[src/rtl/string_stream_pkg.sv]
// Shared types and helpers for the string streamer: state encoding,
// default character width and the index-width helper.
package string_stream_pkg;

    // Default bits per character (one byte, ASCII)
    localparam int CW_DEFAULT = 8;

    // Sequencer states
    typedef enum logic [1:0] {
        IDLE = 2'd0,
        SKIP = 2'd1,
        SEND = 2'd2
    } state_e;

    // Width of a character index for an n-character string (at least 1 bit)
    function automatic int idx_width(input int n);
        return (n > 1) ? $clog2(n) : 1;
    endfunction

endpackage

[src/rtl/string_streamer.sv]
// Drains a packed, right-justified string register one character per cycle
// onto a valid/ready byte stream. Leading NUL padding at the MSB end is
// skipped one character per cycle; everything after the first non-NUL
// character (including embedded NULs) is emitted down to character 0.
module string_streamer
    import string_stream_pkg::*;
#(
    parameter int NCHARS = 80,
    parameter int CW     = CW_DEFAULT
) (
    input  logic                         clk,
    input  logic                         rst,
    input  logic                         load_valid,
    output logic                         load_ready,
    input  logic [NCHARS*CW-1:0]         load_data,
    output logic                         ch_valid,
    input  logic                         ch_ready,
    output logic [CW-1:0]                ch_data,
    output logic                         ch_last,
    output logic                         busy,
    output logic [$clog2(NCHARS+1)-1:0]  sent
);

    localparam int IW = idx_width(NCHARS);
    localparam int SW = $clog2(NCHARS + 1);

    localparam logic [IW-1:0] IDX_TOP  = IW'(NCHARS - 1);
    localparam logic [IW-1:0] IDX_ZERO = '0;
    localparam logic [SW-1:0] SENT_MAX = SW'(NCHARS);

    state_e                 state_q, state_d;
    logic [IW-1:0]          idx_q, idx_d;
    logic [SW-1:0]          sent_q, sent_d;
    logic [NCHARS*CW-1:0]   str_q;
    logic                   ready_q;
    logic                   load_en;
    logic [CW-1:0]          cur_char;

    // Character currently pointed at by idx (inline mux over the string)
    assign cur_char = str_q[int'(idx_q) * CW +: CW];

    // State, index and count registers; async reset returns to idle values
    always_ff @(posedge clk or posedge rst) begin
        if (rst) begin
            state_q <= IDLE;
            idx_q   <= IDX_TOP;
            sent_q  <= '0;
        end else begin
            state_q <= state_d;
            idx_q   <= idx_d;
            sent_q  <= sent_d;
        end
    end

    // Out-of-reset flag: holds load_ready low until the first edge after release
    always_ff @(posedge clk or posedge rst) begin
        if (rst) begin
            ready_q <= 1'b0;
        end else begin
            ready_q <= 1'b1;
        end
    end

    // String capture; contents are only meaningful after an accepted load
    always_ff @(posedge clk) begin
        if (load_en) begin
            str_q <= load_data;
        end
    end

    // Next-state logic: load in IDLE, skip leading NULs, then stream
    always_comb begin
        state_d = state_q;
        idx_d   = idx_q;
        sent_d  = sent_q;
        load_en = 1'b0;
        case (state_q)
            IDLE: begin
                if (load_valid && ready_q) begin
                    load_en = 1'b1;
                    idx_d   = IDX_TOP;
                    sent_d  = '0;
                    state_d = SKIP;
                end
            end
            SKIP: begin
                if (cur_char != '0) begin
                    state_d = SEND;
                end else if (idx_q != IDX_ZERO) begin
                    idx_d = idx_q - IW'(1);
                end else begin
                    // Whole string was padding: nothing to send
                    state_d = IDLE;
                end
            end
            SEND: begin
                if (ch_ready) begin
                    if (sent_q != SENT_MAX) begin
                        sent_d = sent_q + SW'(1);
                    end
                    if (idx_q == IDX_ZERO) begin
                        state_d = IDLE;
                    end else begin
                        idx_d = idx_q - IW'(1);
                    end
                end
            end
            default: begin
                state_d = IDLE;
            end
        endcase
    end

    // Outputs decoded from state/index only, so ready/valid inputs never
    // reach an output combinationally and ch_data is stable while stalled
    always_comb begin
        load_ready = ready_q && (state_q == IDLE);
        busy       = (state_q != IDLE);
        ch_valid   = (state_q == SEND);
        ch_data    = (state_q == SEND) ? cur_char : '0;
        ch_last    = (state_q == SEND) && (idx_q == IDX_ZERO);
        sent       = sent_q;
    end

endmodule

[config.mk]
export PLATFORM = sky130hd
export DESIGN_NAME = string_streamer
export DESIGN_NICKNAME = d
export VERILOG_FILES = /design/src/rtl/string_stream_pkg.sv /design/src/rtl/string_streamer.sv
export SDC_FILE = /design/constraint.sdc
export NUM_CORES = 1
export LEC_CHECK = 0
export ABC_AREA = 1
export BUFFER_PORTS_ARGS = -buffer_cell sky130_fd_sc_hd__buf_2
export CAP_MARGIN = 20
export CORE_AREA = 2 2 242 304
export DETAILED_ROUTE_END_ITERATION = 8
export DIE_AREA = 0 0 244 306
export GPL_TIMING_DRIVEN = 0
export SKIP_LAST_GASP = 1
export SLEW_MARGIN = 20
export SYNTH_ARGS = -nofsm -noshare
export SYNTH_HDL_FRONTEND = slang
export SYNTH_SLANG_ARGS = --single-unit
[constraint.sdc]
create_clock -name clk -period 40.8 [get_ports clk]
set_clock_uncertainty 0.2 [all_clocks]
set_input_delay 10.2 -clock clk [delete_from_list [all_inputs] [get_ports clk]]
set_output_delay 10.2 -clock clk [all_outputs]
set_load 0.05 [all_outputs]
### After elaboration in Yosys (flattened, before gate mapping)

Index checks and enable logic that the tools add are counted.

| operators by class | value |
|---|---|
| add/subtract/negate cells | 2 |
| reduce and logical (&&, ||, !) cells | 13 |
| mux-type cells | 19 |
| shift operators | 1 |
| equal/unequal tests | 11 |

Operators with widths:

| kind | count |
|---|---|
| $shiftx 640x11->8 | 1 |
| $mux 7 | 8 |
| $pmux 7 s3 | 1 |
| $pmux 7 s2 | 1 |
| $mux 2 | 5 |
| $mux 8 | 1 |
| $ne 2x2->1 const B | 4 |
| $reduce_and 4->1 | 2 |
| $reduce_bool 8->1 | 1 |
| $add 7x1->7 const B | 1 |
| $logic_not 7->1 | 1 |
| $ne 7x7->1 const B | 1 |
| $reduce_bool 7->1 | 1 |
| $sub 7x1->7 const B | 1 |
| $ne 2x1->1 const B | 3 |
| $pmux 2 s3 | 1 |
| $reduce_and 6->1 | 1 |
| $reduce_bool 2->1 | 2 |
| $logic_and 1x1->1 | 3 |
| $ne 3x3->1 const B | 1 |
| $reduce_bool 3->1 | 1 |
| $eq 2x1->1 const B | 1 |
| $eq 2x2->1 const B | 1 |
| $logic_not 2->1 | 1 |
| $mux 1 | 2 |

| storage, ports and cells | value |
|---|---|
| output and inout port bits | 19 |
| bits in registers | 657 |

### Logic depth before layout (Yosys ltp)

Gate-level depths: netlist (run 1).

| depth | value |
|---|---|
| depth after elaboration | 4 |
| mapped depth | 22 |
| depth with buffers taken out | 20 |

### Worst setup path before layout (run 1)

Ideal clock, no wire load.

| timing path | value |
|---|---|
| kind | in2reg |
| from | input load_valid |
| to | register str_q[0], enable pin |
| slack | 2079 ps |
| arrival time | 36855 ps |
| buffers on the path | 0 |
| required time | 38934 ps |
| cell stages on the path | 2 |
| setup time | 1666 ps |
| cells stage by stage | nand2_1 -> nor2_1 |

| between the ends | value |
|---|---|
| word-level cells in the longest chain between the ends | 3 |

RTL lines:

| what | line | source |
|---|---|---|
| start, declared | string_streamer.sv:13 | `input logic load_valid,` |
| $logic_and 1x1->1 | string_streamer.sv:79 | `if (load_valid && ready_q) begin` |
| $mux 1 | string_streamer.sv:79 |  |
| $mux 1 | string_streamer.sv:77 | `case (state_q)` |
| net load_en | string_streamer.sv:36 | `logic load_en;` |
| end signal, assigned | string_streamer.sv:67 | `str_q <= load_data;` |
| end, declared | string_streamer.sv:34 | `logic [NCHARS*CW-1:0] str_q;` |

The timed path passes the listed nets, and every way through them passes these cells.
A chain may end at the register's enable or synchronous reset.

### Final worst setup path (run 1)

| timing path | value |
|---|---|
| from | register idx_q[0] |
| to | output ch_data[7] |

| between the ends | value |
|---|---|
| word-level cells in the longest chain between the ends | 2 |

RTL lines:

| what | line | source |
|---|---|---|
| start, declared | string_streamer.sv:32 | `logic [IW-1:0] idx_q, idx_d;` |
| start signal, assigned | string_streamer.sv:50 | `idx_q <= idx_d;` |
| $shiftx 640x11->8 | string_streamer.sv:40 | `assign cur_char = str_q[int'(idx_q) * CW +: CW];` |
| $mux 8 | string_streamer.sv:120 | `ch_data = (state_q == SEND) ? cur_char : '0;` |
| end, declared | string_streamer.sv:18 | `output logic [CW-1:0] ch_data,` |

Every way passes these cells.

==> results.txt, run 1 <==
The flow ran to the end, and the final reports show no timing, DRC or antenna violations. The worst register-to-register path ends at idx_q[4]. The longest clock path from root to sink contains 3 buffers.

The worst-case headroom to the max-slew limit came out at 19.9%. The final net count came out at 3737. In this run the horizontal extent of the chip is about 240 um. The endpoint with the worst hold slack is sent[5]. The worst hold path stage count came out at 1. The count of final max-slew check failures was 0. The post-synthesis average cell area came out at 11.6 um^2. The worst setup path is captured at an output pin.

The fraction of final layout cells sized beyond drive strength 1 is 28.4%. The final setup violation count came out at 0. The count of yosys warnings during synthesis is 0. The power per unit of standard cell area is 75.2 nW/um^2. For this block, the routed nets add up to 110000 um of wire. The library cells used most frequently in the layout, excluding fill and tap cells, are sky130_fd_sc_hd__buf_2 (727), sky130_fd_sc_hd__nand2_1 (643), sky130_fd_sc_hd__edfxtp_1 (640). In the synthesized netlist, the number of instances is roughly 2300. The insertion delay of the later-clocked pin in the worst-skew pair is 0.63 ns. The worst register-to-register path has a setup slack of 36.93 ns. The launch instance of the worst min-delay path is sent[5]. The number of rows created at floorplan came out at between 100 and 150.

The count of input and output buffers came out at 662. In this run, synthesis produced a sequential element count of 657. The number of iterations in the first detailed-routing pass is 7.

The final hold violation count is 0. In this run, placement finished with an instance count of 3964. The total nets after synthesis came out at 2975. The clock-pin slew on the worst setup and hold paths is 0.06 ns. The vias after detailed routing came out at 21200.

The CTS tree is yes. Setup repair after global routing left no endpoint under its margin. The relative area change from synthesis to final layout is 28.1%. The cell sitting at the root of the clock tree is a sky130_fd_sc_hd__clkbuf_16. In this run the vertical extent of the chip is 306 um. The worst endpoint data arrival time came out at 3.85 ns.

The worst path required time came out at 30.40 ns. The smallest clock period supported by the final layout is computed as 14.25 ns. Max-cap violations in this run came to 0. The critical path start-end classification is flip-flop to output pin. Entering global routing, the biggest net connects 31 pins.

The worst reg2reg path startpoint is idx_q[0]. The proportion of synthesized chip area in sequential cells is 72.6%. After synthesis the cells add up to 27100 um^2. The residual antenna-violating net count after detailed routing came out at 0.

The first global-routing pass estimated 150000 um of wire. The leading cell type in the layout, fill and taps excluded is sky130_fd_sc_hd__buf_2. Overall power consumption after layout is estimated at 0.00261 W. The count of placed standard cells in the final layout, fillers left out came out at between 4000 and 5000. The highest ir drop seen on vdd is 0.0583 mV.

The initial antenna violation count is 36. The tightest min-delay check is of the flip-flop to flip-flop type. The half-perimeter wire length after placement came out at between 80000 and 90000 um. The total track usage came out at between 20 and 30%. After detailed routing, the number of vias per cell comes to 5.14. The number of DRC violations after detailed-routing iteration 0 is 2008. At the end of routability-driven placement, the weighted congestion stood at 0.898. The fraction of the cycle the final worst path needs came out at 34.9%. The number of H-tree levels came out at 3.

The quantity of hold-fixing buffers added after cts came out at 0. The total die area came out at 74700 um^2. The region available for standard cell placement spans 71700 um^2. The worst-path maximum fanout came out at 10. The leakage power is 14.0 nW. For this run, design rule violations remaining after detail routing come to 0. Summed over all layers, the global routing overflow is 0. TritonCTS created 71 clock buffers. For the pin with the worst max-slew slack, the measured transition is about 1.2 ns.

The fill cell instance count of the final layout came out at roughly 6600. In the final routed layout, each cell accounts on average for approximately 27 um. Yosys mapped the design onto 33 distinct sky130hd cell types.

In this run the post-CTS setup repair buffer count came out at 0. STA classifies the critical path startpoint as a flip-flop. In this run, post-CTS repair resized a total of 0 instances. The boundary pin count is 663. The length in cells of the worst reg-to-reg path is 16. The maximum clock rate is 70.2 MHz. The initial cell density of the core is 37.7%.

The via count of the first global-routing pass came to 21100. Clock tree synthesis found a total of ~660 sinks.
layer usage:
| layer | wire length (um) | global-route usage, % |
|---|---|---|
| met1 | 41800 | 35.3 |
| met2 | 55000 | 50.4 |
| met3 | 8520 | 5.08 |
| met4 | 4570 | 13.0 |
| met5 | 118 | 0 |
logic make-up after synthesis:
logic type / share of synthesized area, %
and+or+nand+nor: 19.2
DFF: 72.6
buffers and inverters: 3.78
AOI/OAI and AO/OA: 4.03
adders and majority gates: 0.370
other: 0.0139
layout make-up:
cell class,count,area (um^2),area share [%]
diodes,39,97.6,0.282
plain buffers,136,742,2.14
clock buffers,86,1900,5.47
clock inverters,42,449,1.30
inverters,74,280,0.809
multi-input cells,1456,6400,18.5
flip-flops and latches,657,19700,56.7
well taps,952,1190,3.44
repair buffers,689,3940,11.4
worst max-delay path, stage by stage (launching register included):
cell                       delay, ns
sky130_fd_sc_hd__dfstp_2        0.38
sky130_fd_sc_hd__inv_2          0.11
sky130_fd_sc_hd__buf_4          0.23
sky130_fd_sc_hd__clkbuf_1       0.85
sky130_fd_sc_hd__nand2_1        0.15
sky130_fd_sc_hd__nand3_1        0.23
sky130_fd_sc_hd__nand3_1        0.12
sky130_fd_sc_hd__nand2_1        0.11
sky130_fd_sc_hd__nand2_1        0.06
sky130_fd_sc_hd__nand3_1        0.13
sky130_fd_sc_hd__nand3_1        0.14
sky130_fd_sc_hd__nand2_1        0.19
sky130_fd_sc_hd__a21oi_1        0.11
sky130_fd_sc_hd__nor2_1         0.10
sky130_fd_sc_hd__buf_2          0.30
how the worst max path moves through the flow:
stage / startpoint / end / slack [ns] / cells past startpoint
after floorplan: load_valid / str_q[0] / 2.08 / 2
after global placement: load_valid / str_q[262] / -9.23 / 3
after detailed placement: idx_q[1] / ch_data[2] / 27.22 / 13
after CTS: idx_q[0] / ch_data[0] / 26.53 / 14
after global routing: idx_q[1] / ch_data[7] / 26.42 / 10
final: idx_q[0] / ch_data[7] / 26.55 / 14
power by group:
part	switching, W	total (W)	internal, W
combinational	0.000800	0.00109	0.000286
sequential	0.0000230	0.000860	0.000837
clock	0.000272	0.000661	0.000389
cells in the mapped netlist:
cell                       count  area (um^2)
sky130_fd_sc_hd__a21boi_1      4         30.0
sky130_fd_sc_hd__nand2_1     643         2410
sky130_fd_sc_hd__a21oi_2       1         8.76
sky130_fd_sc_hd__nor4_1        1         6.26
sky130_fd_sc_hd__o21ai_1      35          175
sky130_fd_sc_hd__nor3b_1       1         7.51
sky130_fd_sc_hd__buf_2        65          325
sky130_fd_sc_hd__nand4_1       8         50.1
sky130_fd_sc_hd__inv_4         1         6.26
sky130_fd_sc_hd__nor3_1        1         5.00
sky130_fd_sc_hd__nand3_1     354         1770
sky130_fd_sc_hd__nand3b_1      1         7.51
sky130_fd_sc_hd__o21ai_0     102          510
sky130_fd_sc_hd__o211ai_1     20          150
sky130_fd_sc_hd__nand2_4       1         11.3
sky130_fd_sc_hd__o221ai_1     12          105
sky130_fd_sc_hd__clkbuf_1     37          139
sky130_fd_sc_hd__and3_1        1         6.26
sky130_fd_sc_hd__buf_6        14          158
sky130_fd_sc_hd__a21oi_1      21          105
sky130_fd_sc_hd__clkinv_1      2         7.51
sky130_fd_sc_hd__conb_1        1         3.75
sky130_fd_sc_hd__ha_1          8          100
sky130_fd_sc_hd__inv_2         2         7.51
sky130_fd_sc_hd__nor2_1      239          897
sky130_fd_sc_hd__dfrtp_1      12          300
sky130_fd_sc_hd__inv_1        69          259
sky130_fd_sc_hd__edfxtp_1    640        19200
sky130_fd_sc_hd__a31oi_1       1         6.26
sky130_fd_sc_hd__dfstp_2       5          131
sky130_fd_sc_hd__buf_4        12         90.1
sky130_fd_sc_hd__nand3_4       1         17.5
sky130_fd_sc_hd__buf_1         8         30.0
stage by stage:
step | util, % | setup slack (ns) | instance area [um^2] | TNS, ns | hold slack [ns]
5_1_grt | 48.3 | 26.42 | 34600 | 0 | 0.315
2_1_floorplan | - | 2.08 | 27100 | 0 | 0.257
3_3_place_gp | 44.0 | -9.23 | 31600 | -5841.13 | 0.269
6_report | 48.3 | 26.55 | 34700 | 0 | 0.293
3_5_place_dp | 44.9 | 27.22 | 32200 | 0 | 0.290
4_1_cts | 48.2 | 26.53 | 34600 | 0 | 0.296
flip-flops by register name, summed over array words and instances (netlist names):
signal,cells
sent,7
state_q,2
idx_q,7
str_q,640
ready_q,1
(Power assumes the default switching activity.)
==> inputs of run 2 (changes only) <==
clock period = 13.1 ns   (was 40.8 ns; I/O delays follow)
==> run 2 against run 1 <==
- global-route usage is essentially flat
- core utilization decreased by 0.089 points
- combinational power rose to 3.1 times the previous value
- largest power group unchanged
==> results.txt, run 2 (synthesis gave the netlist of run 1 again) <==
The kind of start point of the critical path is a flip-flop. The leading cell type in the layout, fill and taps excluded is sky130_fd_sc_hd__buf_2. The die is just over 300 um tall. The core region is just over 70000 um^2. The total negative slack for setup checks came out at 0 ns. The count of input and output buffers came out at 662. Fill cells in the final layout number 6736.

The share of total power dissipated in sequential elements is 33.2%. The tree built by TritonCTS fans out to between 600 and 700 sinks. The highest ir drop seen on vdd came out at about 0.12 mV. The initial cell density of the core came out at ~38%. The signal on the critical path passes through inv_2 > buf_4 > clkbuf_1 > o21ai_0 > nand3_1 > nand3_1 > nand2_1 > a21oi_1 > nand2_1 > a21boi_1 > nor2_1 > buf_2. The cell family contributing the most delay on the critical path is buffers and inverters. After layout, the worst path uses 56.3% of the clock period. In the layout the commonest cells are sky130_fd_sc_hd__buf_2 (728), sky130_fd_sc_hd__nand2_1 (642), sky130_fd_sc_hd__edfxtp_1 (640). Combinational logic is responsible for between 40% and 50% of the overall power. The critical path depth in cells came out at 12. The relative area change from synthesis to final layout came out at 27.8%.

The final worst hold slack is about 0.30 ns. The final critical-path setup slack is 5.73 ns. The detail-routed net length per standard cell came out at ~27 um.

The initial antenna violation count was 43. The clock share of power is 24.6%. The endpoint of the most critical setup path is ch_data[2]. The H-tree was split into 3 levels. The final design area excluding fillers is 34600 um^2. The flip-flop count of the largest register, all copies and words added is 640.

The total die area came out at 74700 um^2. The switching power share of the total came out at 42.2%. In this run, CTS created clock tree buffers numbering 71. The floorplan step set the die width to 244 um. The maximum number of pins on one net before global-route repair came out at 31.

The leakage power is roughly 14 nW. The longest clock path from root to sink contains 3 buffers. The first routing iteration left 1955 violations. The class of the worst hold path is flip-flop to flip-flop.

The beginning of the critical path is idx_q[0]. The first-pass GRT wire length is about 150000 um. The maximum clock rate is 136 MHz. The CTS tree is yes. The fraction of final layout cells sized beyond drive strength 1 is 28.4%.

The total track usage is 29.0%. Summed over all nets, the half-perimeter wirelength after detailed placement is 83200 um. The number of rows created at floorplan came out at 110. The count of nets left with antenna violations once routing finished came out at 0. The boundary pin count is between 600 and 700. Cells fill 48.2% of the core in the end. The startpoint identified for the worst register-to-register timing path is idx_q[1]. The final net count is 3739. The final routed DRC violation total is 0. For this run, the detailed router's first-pass iteration total came to 8. The setup slack of the worst register-to-register path came out at 9.20 ns. The final hold violation count is 0. The final setup violation count is 0. Prior to clock tree synthesis, the placed netlist has a worst setup slack of approximately 6.4 ns. Dividing total power by cell area gives a power density of 233 nW/um^2. The via count of the first global-routing pass came to 21000. The flow ran to the end, and the final reports show no timing, DRC or antenna violations.

The critical path contains buffers and inverters numbering 4 combined. Post-CTS repair changed the size of 0 cells. The internal power of the cells totals roughly 0.0047 W. In this run the power spent charging and discharging nets is 0.00340 W. The post-CTS setup repair buffer count came out at 0. After detailed routing, the number of vias per cell comes to between 5 and 6. The register with the most flip-flops in the final layout is str_q.

After detailed routing, the total wire length is 110000 um. The later pin in the worst-skew pair is clocked with a latency of 0.62 ns. The worst setup path is of the flip-flop to output pin kind. The clock-pin slew on the worst setup and hold paths is 0.06 ns. After clock tree synthesis, the flow added hold-fix buffers numbering 0. The worst setup path is captured at an output pin. The delay of the slowest critical-path stage is 0.88 ns. The worst-path maximum fanout came out at 10. In this run the critical register-to-register path is captured at idx_q[4].

Setup repair after global routing left no endpoint under its margin. The count of final max-slew check failures was 0. The length in cells of the worst reg-to-reg path came out at 18. For the pin with the worst max-slew slack, the measured transition is 1.25 ns. The number of violations of the max-capacitance limit came out at 0.

The weighted congestion at the end of routability-driven global placement came out at approximately 0.90. The smallest clock period supported by the final layout is computed as 7.37 ns. The cell sitting at the root of the clock tree is a sky130_fd_sc_hd__clkbuf_16.

The cell at the slowest stage of the critical path is sky130_fd_sc_hd__clkbuf_1. The total placed instance area came out at approximately 32000 um^2. For the worst setup path, the data arrival time is 3.90 ns. The vias after detailed routing came out at 21200. Headroom to the max-slew limit came out at 16.8%. Data on the critical path is required at its endpoint by 9.62 ns. The total global routing overflow came out at 0.
run 2: changes by cell type in the layout (fill, tap and decap cells not counted), sizes merged:
cell	delta
clkinv	-10
bufinv	-3
clkbuf	+3
buf	+2
clkinvlp	+2
diode	+2
inv	-1
run 2: power by group through the flow:
stage          registers [W]  logic, W  clock network (W)
5_1_grt              0.00270   0.00366            0.00209
2_1_floorplan        0.00281   0.00180                  0
3_5_place_dp         0.00272   0.00340                  0
6_report             0.00268   0.00340            0.00199
3_3_place_gp         0.00286   0.00329                  0
4_1_cts              0.00268   0.00341            0.00201
run 2: cell type report:
| cell class | count | area [um^2] | area share, % |
|---|---|---|---|
| Sequential cell | 657 | 19700 | 56.8 |
| Multi-Input combinational cell | 1456 | 6420 | 18.6 |
| Timing Repair Buffer | 691 | 3980 | 11.5 |
| Clock buffer | 89 | 1910 | 5.52 |
| Tap cell | 952 | 1190 | 3.44 |
| Buffer | 136 | 743 | 2.15 |
| Clock inverter | 30 | 312 | 0.901 |
| Inverter | 74 | 280 | 0.810 |
| Antenna cell | 41 | 103 | 0.297 |
run 2: stage by stage:
step                      total power, W  cells
after CTS                        0.00809   4085
after floorplan                  0.00461   2323
after global routing             0.00844   4109
after global placement           0.00615   3937
after detailed placement         0.00612   3966
final                            0.00806   4126
run 2: worst min-delay path by stage:
stage	cells after the start	endpoint	startpoint	slack, ns
after CTS	1	sent[6]	sent[6]	0.29
after detailed placement	1	sent[6]	sent[6]	0.28
after floorplan	2	idx_q[6]	idx_q[6]	0.26
final	1	sent[6]	sent[6]	0.30
after global placement	2	idx_q[6]	idx_q[6]	0.27
after global routing	2	idx_q[6]	idx_q[6]	0.32
run 2: worst register-to-register path: cells and delay by family (launching register included):
kind	cells	cell delay, ns
buffers and inverters	3	1.07
AO/OA/AOI/OAI	1	0.21
flip-flops	1	0.51
AND/OR/NAND/NOR	14	1.83
run 2: layer usage:
| layer | wire length, um | vias up | track usage (%) |
|---|---|---|---|
| li1 | - | 9682 | - |
| met1 | 41500 | 10200 | 34.8 |
| met2 | 55800 | 1135 | 51.1 |
| met3 | 8860 | 199 | 5.63 |
| met4 | 3810 | 22 | 11.8 |
| met5 | 117 | - | 0 |
